`config.mk`:
```
export PLATFORM = sky130hd
export DESIGN_NAME = return_stack_ctrl
export DESIGN_NICKNAME = d
export VERILOG_FILES = /design/src/rtl/return_stack_ctrl.sv
export SDC_FILE = /design/constraint.sdc
export NUM_CORES = 1
export LEC_CHECK = 0
export BUFFER_PORTS_ARGS = -buffer_cell sky130_fd_sc_hd__buf_2
export CORE_ASPECT_RATIO = 1.2
export CORE_UTILIZATION = 46
export DETAILED_ROUTE_END_ITERATION = 7
export GPL_TIMING_DRIVEN = 0
export PLACE_DENSITY = 0.77
export SYNTH_ARGS = -nofsm -noshare
export SYNTH_HDL_FRONTEND = slang
export SYNTH_SLANG_ARGS = --single-unit
export TNS_END_PERCENT = 5
```
`constraint.sdc`:
```
create_clock -name active_clk -period 2.5 [get_ports active_clk]
set_input_delay 0.25 -clock active_clk [delete_from_list [all_inputs] [get_ports active_clk]]
set_output_delay 0.25 -clock active_clk [all_outputs]
set_load 0.05 [all_outputs]
```
`src/rtl/return_stack_ctrl.sv`:
```
// Call/return sequencer in front of the branch-unit LIFO: turns CALL/RET requests
// into LIFO push/pop strobes, returns popped addresses and flags overflow/underflow.
module return_stack_ctrl #(
  parameter int ADDR_WIDTH  = 8,
  parameter int LIFO_DEPTH  = 32,
  parameter int DEPTH_WIDTH = $clog2(LIFO_DEPTH)
) (
  input  logic                   active_clk,
  input  logic                   rst_n,
  input  logic                   call_req,
  input  logic [ADDR_WIDTH-1:0]  call_addr,
  input  logic                   ret_req,
  output logic                   req_ready,
  output logic                   ret_valid,
  output logic [ADDR_WIDTH-1:0]  ret_addr,
  output logic                   ret_err,
  output logic [ADDR_WIDTH-1:0]  lifo_data_in,
  output logic                   lifo_wr,
  output logic                   lifo_rd,
  input  logic [ADDR_WIDTH-1:0]  lifo_data_out,
  input  logic                   lifo_full,
  input  logic                   lifo_empty,
  output logic [DEPTH_WIDTH-1:0] call_depth,
  output logic                   overflow_err,
  output logic                   underflow_err,
  input  logic                   err_clr
);

  typedef enum logic [1:0] {IDLE, PUSH, POP, DONE} state_t;

  localparam logic [DEPTH_WIDTH-1:0] DEPTH_MAX = DEPTH_WIDTH'(LIFO_DEPTH - 1);

  state_t                 state_q, state_d;
  logic                   ret_valid_q, ret_valid_d;
  logic [ADDR_WIDTH-1:0]  ret_addr_q, ret_addr_d;
  logic                   ret_err_q, ret_err_d;
  logic [ADDR_WIDTH-1:0]  lifo_data_in_q, lifo_data_in_d;
  logic                   lifo_wr_q, lifo_wr_d;
  logic                   lifo_rd_q, lifo_rd_d;
  logic [DEPTH_WIDTH-1:0] call_depth_q, call_depth_d;
  logic                   overflow_err_q, overflow_err_d;
  logic                   underflow_err_q, underflow_err_d;

  logic call_acc, ret_acc, ovf_set, unf_set;

  assign req_ready = (state_q == IDLE);
  // RET has priority; a simultaneous CALL stays pending until the next IDLE cycle.
  assign ret_acc   = req_ready & ret_req;
  assign call_acc  = req_ready & call_req & ~ret_req;

  always_comb begin
    state_d        = state_q;
    ret_valid_d    = 1'b0;
    ret_addr_d     = ret_addr_q;
    ret_err_d      = ret_err_q;
    lifo_data_in_d = lifo_data_in_q;
    lifo_wr_d      = 1'b0;
    lifo_rd_d      = 1'b0;
    call_depth_d   = call_depth_q;
    ovf_set        = 1'b0;
    unf_set        = 1'b0;

    case (state_q)
      IDLE: begin
        if (ret_acc) begin
          if (lifo_empty) begin
            ret_addr_d  = '0;
            ret_err_d   = 1'b1;
            ret_valid_d = 1'b1;
            unf_set     = 1'b1;
            state_d     = DONE;
          end else begin
            lifo_rd_d = 1'b1;
            state_d   = POP;
          end
        end else if (call_acc) begin
          if (lifo_full) begin
            ovf_set = 1'b1;
          end else begin
            lifo_wr_d      = 1'b1;
            lifo_data_in_d = call_addr;
            state_d        = PUSH;
          end
        end
      end
      PUSH: begin
        // Depth moves on the same edge the LIFO commits the write.
        if (call_depth_q != DEPTH_MAX) call_depth_d = call_depth_q + 1'b1;
        state_d = IDLE;
      end
      POP: begin
        ret_addr_d  = lifo_data_out;
        ret_err_d   = 1'b0;
        ret_valid_d = 1'b1;
        if (call_depth_q != '0) call_depth_d = call_depth_q - 1'b1;
        state_d = DONE;
      end
      DONE: begin
        state_d = IDLE;
      end
      default: state_d = IDLE;
    endcase

    // Set beats clear when both land in the same cycle.
    overflow_err_d  = (overflow_err_q  & ~err_clr) | ovf_set;
    underflow_err_d = (underflow_err_q & ~err_clr) | unf_set;
  end

  always_ff @(posedge active_clk or negedge rst_n) begin
    if (!rst_n) begin
      state_q         <= IDLE;
      ret_valid_q     <= 1'b0;
      ret_addr_q      <= '0;
      ret_err_q       <= 1'b0;
      lifo_data_in_q  <= '0;
      lifo_wr_q       <= 1'b0;
      lifo_rd_q       <= 1'b0;
      call_depth_q    <= '0;
      overflow_err_q  <= 1'b0;
      underflow_err_q <= 1'b0;
    end else begin
      state_q         <= state_d;
      ret_valid_q     <= ret_valid_d;
      ret_addr_q      <= ret_addr_d;
      ret_err_q       <= ret_err_d;
      lifo_data_in_q  <= lifo_data_in_d;
      lifo_wr_q       <= lifo_wr_d;
      lifo_rd_q       <= lifo_rd_d;
      call_depth_q    <= call_depth_d;
      overflow_err_q  <= overflow_err_d;
      underflow_err_q <= underflow_err_d;
    end
  end

  assign ret_valid     = ret_valid_q;
  assign ret_addr      = ret_addr_q;
  assign ret_err       = ret_err_q;
  assign lifo_data_in  = lifo_data_in_q;
  assign lifo_wr       = lifo_wr_q;
  assign lifo_rd       = lifo_rd_q;
  assign call_depth    = call_depth_q;
  assign overflow_err  = overflow_err_q;
  assign underflow_err = underflow_err_q;

endmodule

```
==> results of run 1 <==
-- worst min-delay path by stage --
| stage | from | end | slack [ns] |
|---|---|---|---|
| floorplan | rst_n | call_depth[0] | -0.05 |
| global placement | rst_n | lifo_data_in[6] | 0.29 |
| global route | lifo_empty | lifo_rd | 0.08 |
| finish | lifo_empty | lifo_rd | 0.11 |
| detailed placement | rst_n | lifo_data_in[4] | 0.30 |
| CTS | lifo_empty | lifo_rd | 0.09 |
-- Yosys cell counts (all sizes together) --
cell type   n
or3b        2
mux2       10
nand4b      1
xnor2       2
or2         3
a31oi       2
or3         1
inv         3
and4        1
nor3        1
nor4bb      1
o41a        1
nor2        7
a21oi       5
nor2b       1
nand2       1
nor4b       1
o22ai       1
o32ai       1
a22o        8
o21ai       4
nand2b      1
dfrtp      29
clkbuf      2
ha          2
o31a        1
buf         3
xor2        2
-- cell families (layout without fill, tap and decap cells) --
logic type	after synthesis	count (layout)	share of synthesized area
adder cells (fa/ha/maj)	2	2	0.0203
flip-flops	29	29	0.588
AO/OA/AOI/OAI	23	23	0.136
multiplexers	10	10	0.0943
buffers and inverters	8	67	0.0274
AND/OR/NAND/NOR	21	21	0.105
XOR/XNOR	4	4	0.0284
-- per-layer routing --
metal,vias to the layer above,routed length (um),part of all wire,global-route usage
met5,-,0,0,0
met4,0,66,0.027,0.113
met3,8,162,0.065,0.0724
met2,38,1150,0.46,0.319
met1,448,1100,0.44,0.222
li1,469,-,-,-
-- sequential cells by signal, summed over array words and instances (netlist names) --
| signal | cells |
|---|---|
| lifo_wr | 1 |
| lifo_rd | 1 |
| state_q | 2 |
| ret_err | 1 |
| ret_addr | 8 |
| overflow_err | 1 |
| ret_valid | 1 |
| underflow_err | 1 |
| lifo_data_in | 8 |
| call_depth | 5 |
-- stage by stage --
stage,hold slack (ns),util,cells,setup slack [ns]
after floorplan,-0.0456,-,97,0.288
after global placement,0.291,0.603,180,0.178
after detailed placement,0.303,0.603,180,0.0923
after CTS,0.0869,0.629,189,0.0866
after global routing,0.0778,0.630,189,0.0527
final,0.108,0.630,189,0.265
-- critical path: stages, from the launching register on --
cell	delay, ns
dfrtp_1	0.36
buf_2	0.16
nor2b_1	0.11
buf_2	0.19
clkbuf_2	0.26
xor2_1	0.11
ha_1	0.23
o31a_2	0.29
o22ai_1	0.13
o21ai_0	0.14
xnor2_1	0.14
-- cell type report --
type | count | area [um2]
buffer | 5 | 23.8
clock buffer | 5 | 37.5
clock inverter | 3 | 17.5
fill | 212 | 936
inverter | 3 | 11.3
multi-input combinational | 60 | 474
sequential | 29 | 726
tap | 33 | 41.3
timing repair buffer | 51 | 260
-- repair_timing --
item / in CTS / in global routing
gates resized for setup: 0 / 2
hold buffers: 1 / 0
endpoints found under the setup margin: 0 / 2
hold endpoints to repair: 29 / 0
setup buffers: 0 / 0
==> flow_summary.ini, run 1 <==
[drt]
vias_per_cell = 5.10
drt_first_pass_iters = 4
wl_per_cell_um = 13.1
ant_nets = 0
drc = 0
drt_iter0_markers = 9
vias = 963
totalWireLength_mm = 2.48

[global_routing]
track_usage = 0.196
grt_pass1_vias = 922
grt_first_pass_wirelength_mm = 4.08
antenna_found_initial = 0
overflow = 0
grt_max_degree = 30

[synthesis]
avgSynthCellArea_um2 = 12.7
synth_nets = 122
synthCells = 97
synth_top_area_share = 0.588
netlist.top_cell.by_area = dfrtp_1
seq_area_frac_synth = 0.588
synth_warnings = 0
ys_top_cells_by_area = dfrtp_1 (59%), mux2_2 (8.2%), a22o_1 (5.7%), nor2_1 (2.1%), ha_1 (2.0%)
synth_cell_type_count = 32
synth-seq-cells = 29
syn-cell-area_um2 = 1230

[layout]
layout.nets = 180
final_common_cell = buf_2
n_antenna_cell = 0
layout-drive-gt1-share = 0.506
design_area_um2 = 1590
area_growth_pct = 29.0
layout_common_cells = buf_2 (53), dfrtp_1 (29), mux2_2 (9)

[floorplan]
die_height_um = 58.7
core-area_um2 = 2530
die_area_um2 = 2890
die_x_um = 49.3
io_pins = 51
rows = 20
initial_utilization = 0.488

[timing]
rsz0062_at_grt = no
fin_crit_ns = 2.24
period_share = 0.894
finalSetupTns_ns = 0
maxSlewViolCount = 0
worstMarginPinSlew_ns = 0.616
max_slew_margin = 0.589
timing_hold_violations_final = 0
fmax_mhz = 447
skew_ns = 0.00864
setup_violations = 0

[setup_path]
worst-endpoint-required_ns = 2.71
endpoint = call_depth[4]
crit_path_max_fanout = 10
end_kind = flop
r2r_end = call_depth[4]
worstSetupStartpoint = state_q[0]
critPathKind = reg2reg
crit_arrival_ns = 2.45
reg2reg_from = state_q[0]
r2r_cells = 10
rrSetupSlack_ns = 0.26
start_kind = flop

[job]
cap_violations = 0

[worst_hold_path]
hold_class = in2reg
whs_path_depth = 2

[clock_tree]
htreeDepth = 2
cts_buffers = 5
clock_latency_ns = 0.33
cts.clk_slew.worst_paths_ns = 0.09
cts.path.max_buffers = 2
cts_sinks = 29
cts_tree = yes
root_buffer = clkbuf_4

[place]
dp_hpwl_mm = 1.82
port_buffers = 50
gp_congestion = 0.774
place_area_um2 = 1530

[status]
status = finished, final reports clean
Power of run 1 is left out: the tool's default activity adds up to more than one toggle a clock period on the data nets, which glitch-free logic cannot reach.
==> run 2, diff against run 1 <==
--- a/config.mk
+++ b/config.mk
@@ -11,6 +11,7 @@
 export DETAILED_ROUTE_END_ITERATION = 7
 export GPL_TIMING_DRIVEN = 0
 export PLACE_DENSITY = 0.77
+export RECOVER_POWER = 100
 export SYNTH_ARGS = -nofsm -noshare
 export SYNTH_HDL_FRONTEND = slang
 export SYNTH_SLANG_ARGS = --single-unit
==> run 2 against run 1 <==
Effect of this change: register-to-register slack is essentially flat; worst setup slack improved by 0.0049 ns; cell count is the same; sequential share of layout area grew 1.2 points; largest cell class unchanged.
==> flow_summary.ini, run 2 (synthesis results as in run 1) <==
[status]
status = finished, final reports clean

[floorplan]
die_height_um = 58.7
io_pins = 51
core-area_um2 = 2530
rows = 20
initial_utilization = 0.488
die_x_um = 49.3
die_area_um2 = 2890

[timing]
worstMarginPinSlew_ns = 1.48
timing_hold_violations_final = 0
max_slew_margin = 0.0161
finalSetupTns_ns = 0
rsz0062_at_grt = no
skew_ns = 0.00875
period_share = 0.892
maxSlewViolCount = 0
fin_crit_ns = 2.23
fmax_mhz = 448
setup_violations = 0

[global_routing]
grt_max_degree = 30
antenna_found_initial = 0
grt_pass1_vias = 922
grt_first_pass_wirelength_mm = 4.08
track_usage = 0.196
overflow = 0

[worst_hold_path]
hold_class = in2reg
whs_path_depth = 2
hp-start = lifo_empty
holdPathEnd = lifo_rd

[setup_path]
crit_path_max_fanout = 10
start_kind = flop
rrSetupSlack_ns = 0.27
reg2reg_from = state_q[0]
critPathKind = reg2reg
crit_arrival_ns = 2.44
r2r_cells = 10
worst-endpoint-required_ns = 2.71
r2r_end = call_depth[4]
end_kind = flop

[clock_tree]
cts_buffers = 5
htreeDepth = 2
clock_latency_ns = 0.33
cts.clk_slew.worst_paths_ns = 0.09
cts_tree = yes
cts.path.max_buffers = 2
cts_sinks = 29
root_buffer = clkbuf_4

[layout]
design_area_um2 = 1550
area_growth_pct = 25.7
n_antenna_cell = 0
final_common_cell = clkbuf_1
n_fill_cell = 227
layout-drive-gt1-share = 0.308
layout.nets = 180
layout_common_cells = clkbuf_1 (31), dfrtp_1 (29), buf_2 (23)

[place]
gp_congestion = 0.774
place_area_um2 = 1530
port_buffers = 50
dp_hpwl_mm = 1.82

[drt]
totalWireLength_mm = 2.51
ant_nets = 0
vias_per_cell = 5.16
drc = 0
wl_per_cell_um = 13.3
drt_iter0_markers = 14
vias = 975
drt_first_pass_iters = 4

[job]
cap_violations = 0
run 2: cell count changes in the layout (fill, tap and decap cells not counted):
| cell | change |
|---|---|
| buf_2 | -30 |
| mux2_4 | -1 |
| or2_0 | +1 |
| mux2_1 | +1 |
| or2_1 | -1 |
| clkbuf_1 | +30 |
run 2: what timing repair did:
item / in CTS / in global routing
endpoints found under the hold margin: 29 / 0
resized for setup: 0 / 2
hold buffers: 1 / 0
endpoints found under the setup margin: 0 / 2
setup buffers: 0 / 0
run 2: worst max-delay path, stage by stage (launching register included):
cell      delay, ns
dfrtp_1        0.36
buf_2          0.16
nor2b_1        0.11
buf_2          0.19
clkbuf_2       0.26
xor2_1         0.11
ha_1           0.23
o31a_2         0.29
o22ai_1        0.13
o21ai_0        0.14
xnor2_1        0.14
run 2: per-layer routing:
metal  share of wire  up-vias  wire, um  track usage
met3           0.073        8       184       0.0724
met1            0.45      457      1120        0.222
met2            0.45       42      1140        0.319
li1                -      468         -            -
met4           0.026        0        66        0.113
met5               0        -         0            0
run 2: worst max-delay path by stage:
stage / start / endpoint / slack, ns
finish: state_q[0] / call_depth[4] / 0.27
global placement: state_q[0] / call_depth[4] / 0.18
floorplan: state_q[0] / lifo_data_in[0] / 0.29
detailed placement: state_q[0] / call_depth[4] / 0.09
CTS: state_q[0] / call_depth[4] / 0.09
global route: state_q[0] / call_depth[4] / 0.05
run 2: layout make-up:
type                       count  area (um2)  area share
sequential                    29         726       0.468
buffer                         5        22.5      0.0145
clock inverter                 3        17.5      0.0113
timing repair buffer          51         224       0.144
tap                           33        41.3      0.0266
multi-input combinational     60         470       0.303
inverter                       3        11.3     0.00726
clock buffer                   5        37.5      0.0242
run 2: metrics by stage:
| step | util | hold slack, ns | setup slack (ns) | instances |
|---|---|---|---|---|
| 6_report | 0.613 | 0.107 | 0.269 | 189 |
| 5_1_grt | 0.613 | 0.0778 | 0.0527 | 189 |
| 4_1_cts | 0.629 | 0.0869 | 0.0866 | 189 |
| 3_5_place_dp | 0.603 | 0.303 | 0.0923 | 180 |
| 3_3_place_gp | 0.603 | 0.291 | 0.178 | 180 |
| 2_1_floorplan | - | -0.0456 | 0.288 | 97 |
Power of run 2 is left out for the same reason.
==> run 3, diff against run 2 <==
--- a/config.mk
+++ b/config.mk
@@ -7,6 +7,7 @@
 export LEC_CHECK = 0
 export BUFFER_PORTS_ARGS = -buffer_cell sky130_fd_sc_hd__buf_2
 export CORE_ASPECT_RATIO = 1.2
+export CORE_MARGIN = 4
 export CORE_UTILIZATION = 46
 export DETAILED_ROUTE_END_ITERATION = 7
 export GPL_TIMING_DRIVEN = 0
==> run 3 against run 2 <==
Effect of this change: wire length rose by 5.8%; cell count is the same; sequential cell count stayed put; largest cell class unchanged.
==> flow_summary.ini, run 3 (synthesis results as in run 1) <==
[clock_tree]
cts.clk_slew.worst_paths_ns = 0.09
cts_sinks = 29
htreeDepth = 2
cts_tree = yes
clock_latency_ns = 0.32
cts_buffers = 5
root_buffer = clkbuf_4
cts_setup_buffers = 0
cts.path.max_buffers = 2

[timing]
finalSetupTns_ns = 0
timing_hold_violations_final = 0
fmax_mhz = 454
maxSlewViolCount = 0
skew_ns = 0.00574
rsz0062_at_grt = no
worstMarginPinSlew_ns = 1.49
setup_violations = 0
fin_crit_ns = 2.20
max_slew_margin = 0.00752
period_share = 0.882

[setup_path]
cp_slowest_cell = dfrtp_1
critPathKind = reg2reg
crit_arrival_ns = 2.42
cpMostUsedCell = buf_2
worst-endpoint-required_ns = 2.72
worst-path-buf-inv = 3
max_stage_delay_ns = 0.36
path_cells = buf_2 -> nor2b_1 -> buf_2 -> clkbuf_2 -> xor2_1 -> ha_1 -> o31a_2 -> o22ai_1 -> o21ai_0 -> xnor2_1
start_kind = flop
crit_path_max_fanout = 10
end_kind = flop
crit_family = buffers and inverters

[worst_hold_path]
hold_class = in2reg

[layout]
layout_common_cells = clkbuf_1 (32), dfrtp_1 (29), buf_2 (23)
n_antenna_cell = 0
final_common_cell = clkbuf_1
fin_util = 0.607
area_growth_pct = 25.7
layout.nets = 180
layout-drive-gt1-share = 0.308

[place]
gp_congestion = 0.798
port_buffers = 50
dp_hpwl_mm = 1.99

[global_routing]
grt_first_pass_wirelength_mm = 4.59
track_usage = 0.165
grt_pass1_vias = 1005
grt_max_degree = 30
overflow = 0
antenna_found_initial = 0

[floorplan]
die_height_um = 64.7
die_area_um2 = 3580
io_pins = 51
rows = 20
initial_utilization = 0.483
die_x_um = 55.3
core-area_um2 = 2550

[drt]
vias = 957
drc = 0
drt_first_pass_iters = 4
vias_per_cell = 5.06
totalWireLength_mm = 2.66
wl_per_cell_um = 14.1
ant_nets = 0
drt_iter0_markers = 13

[job]
cap_violations = 0

[status]
status = finished, final reports clean
==> run 3: worst paths after layout <==
check                            start              end  slack, ns  cells after the start
setup / recovery            state_q[0]    call_depth[4]       0.30                     10
hold reg to reg            ret_addr[0]      ret_addr[0]       0.51                      1
hold / removal              lifo_empty          lifo_rd       0.11                      2
min in group asynchronous        rst_n  lifo_data_in[4]       0.81                      2
setup reg to reg            state_q[0]    call_depth[4]       0.30                     10
max in group asynchronous        rst_n      ret_addr[0]       0.82                      2
==> run 3: metrics by stage <==
step / setup WS (ns) / instances / hold slack (ns) / instance area [um2]
2_1_floorplan: 0.288 / 97 / -0.0456 / 1230
3_3_place_gp: 0.178 / 180 / 0.295 / 1530
3_5_place_dp: 0.137 / 180 / 0.301 / 1530
4_1_cts: 0.116 / 189 / 0.0916 / 1590
5_1_grt: 0.0987 / 189 / 0.0946 / 1550
6_report: 0.296 / 189 / 0.107 / 1550
==> run 3: metal layers <==
metal	GRT usage	routed length [um]	up-vias
met5	0	0	-
met4	0.0547	39	0
met3	0.0757	245	5
met2	0.275	1260	39
met1	0.187	1110	444
li1	-	-	469
==> run 3: final cells by class <==
| cell class | count | area [um2] |
|---|---|---|
| buffer | 5 | 22.5 |
| clock buffer | 6 | 41.3 |
| clock inverter | 2 | 10.0 |
| fill | 236 | 1000 |
| inverter | 3 | 11.3 |
| multi-input combinational | 60 | 474 |
| sequential | 29 | 726 |
| tap | 33 | 41.3 |
| timing repair buffer | 51 | 224 |
==> run 3: timing repair <==
| action | CTS | global route |
|---|---|---|
| resized for setup | 0 | 2 |
| hold buffers | 1 | 0 |
| setup endpoints to repair | 0 | 1 |
| endpoints found under the hold margin | 29 | 0 |
Power of run 3 is left out for the same reason.
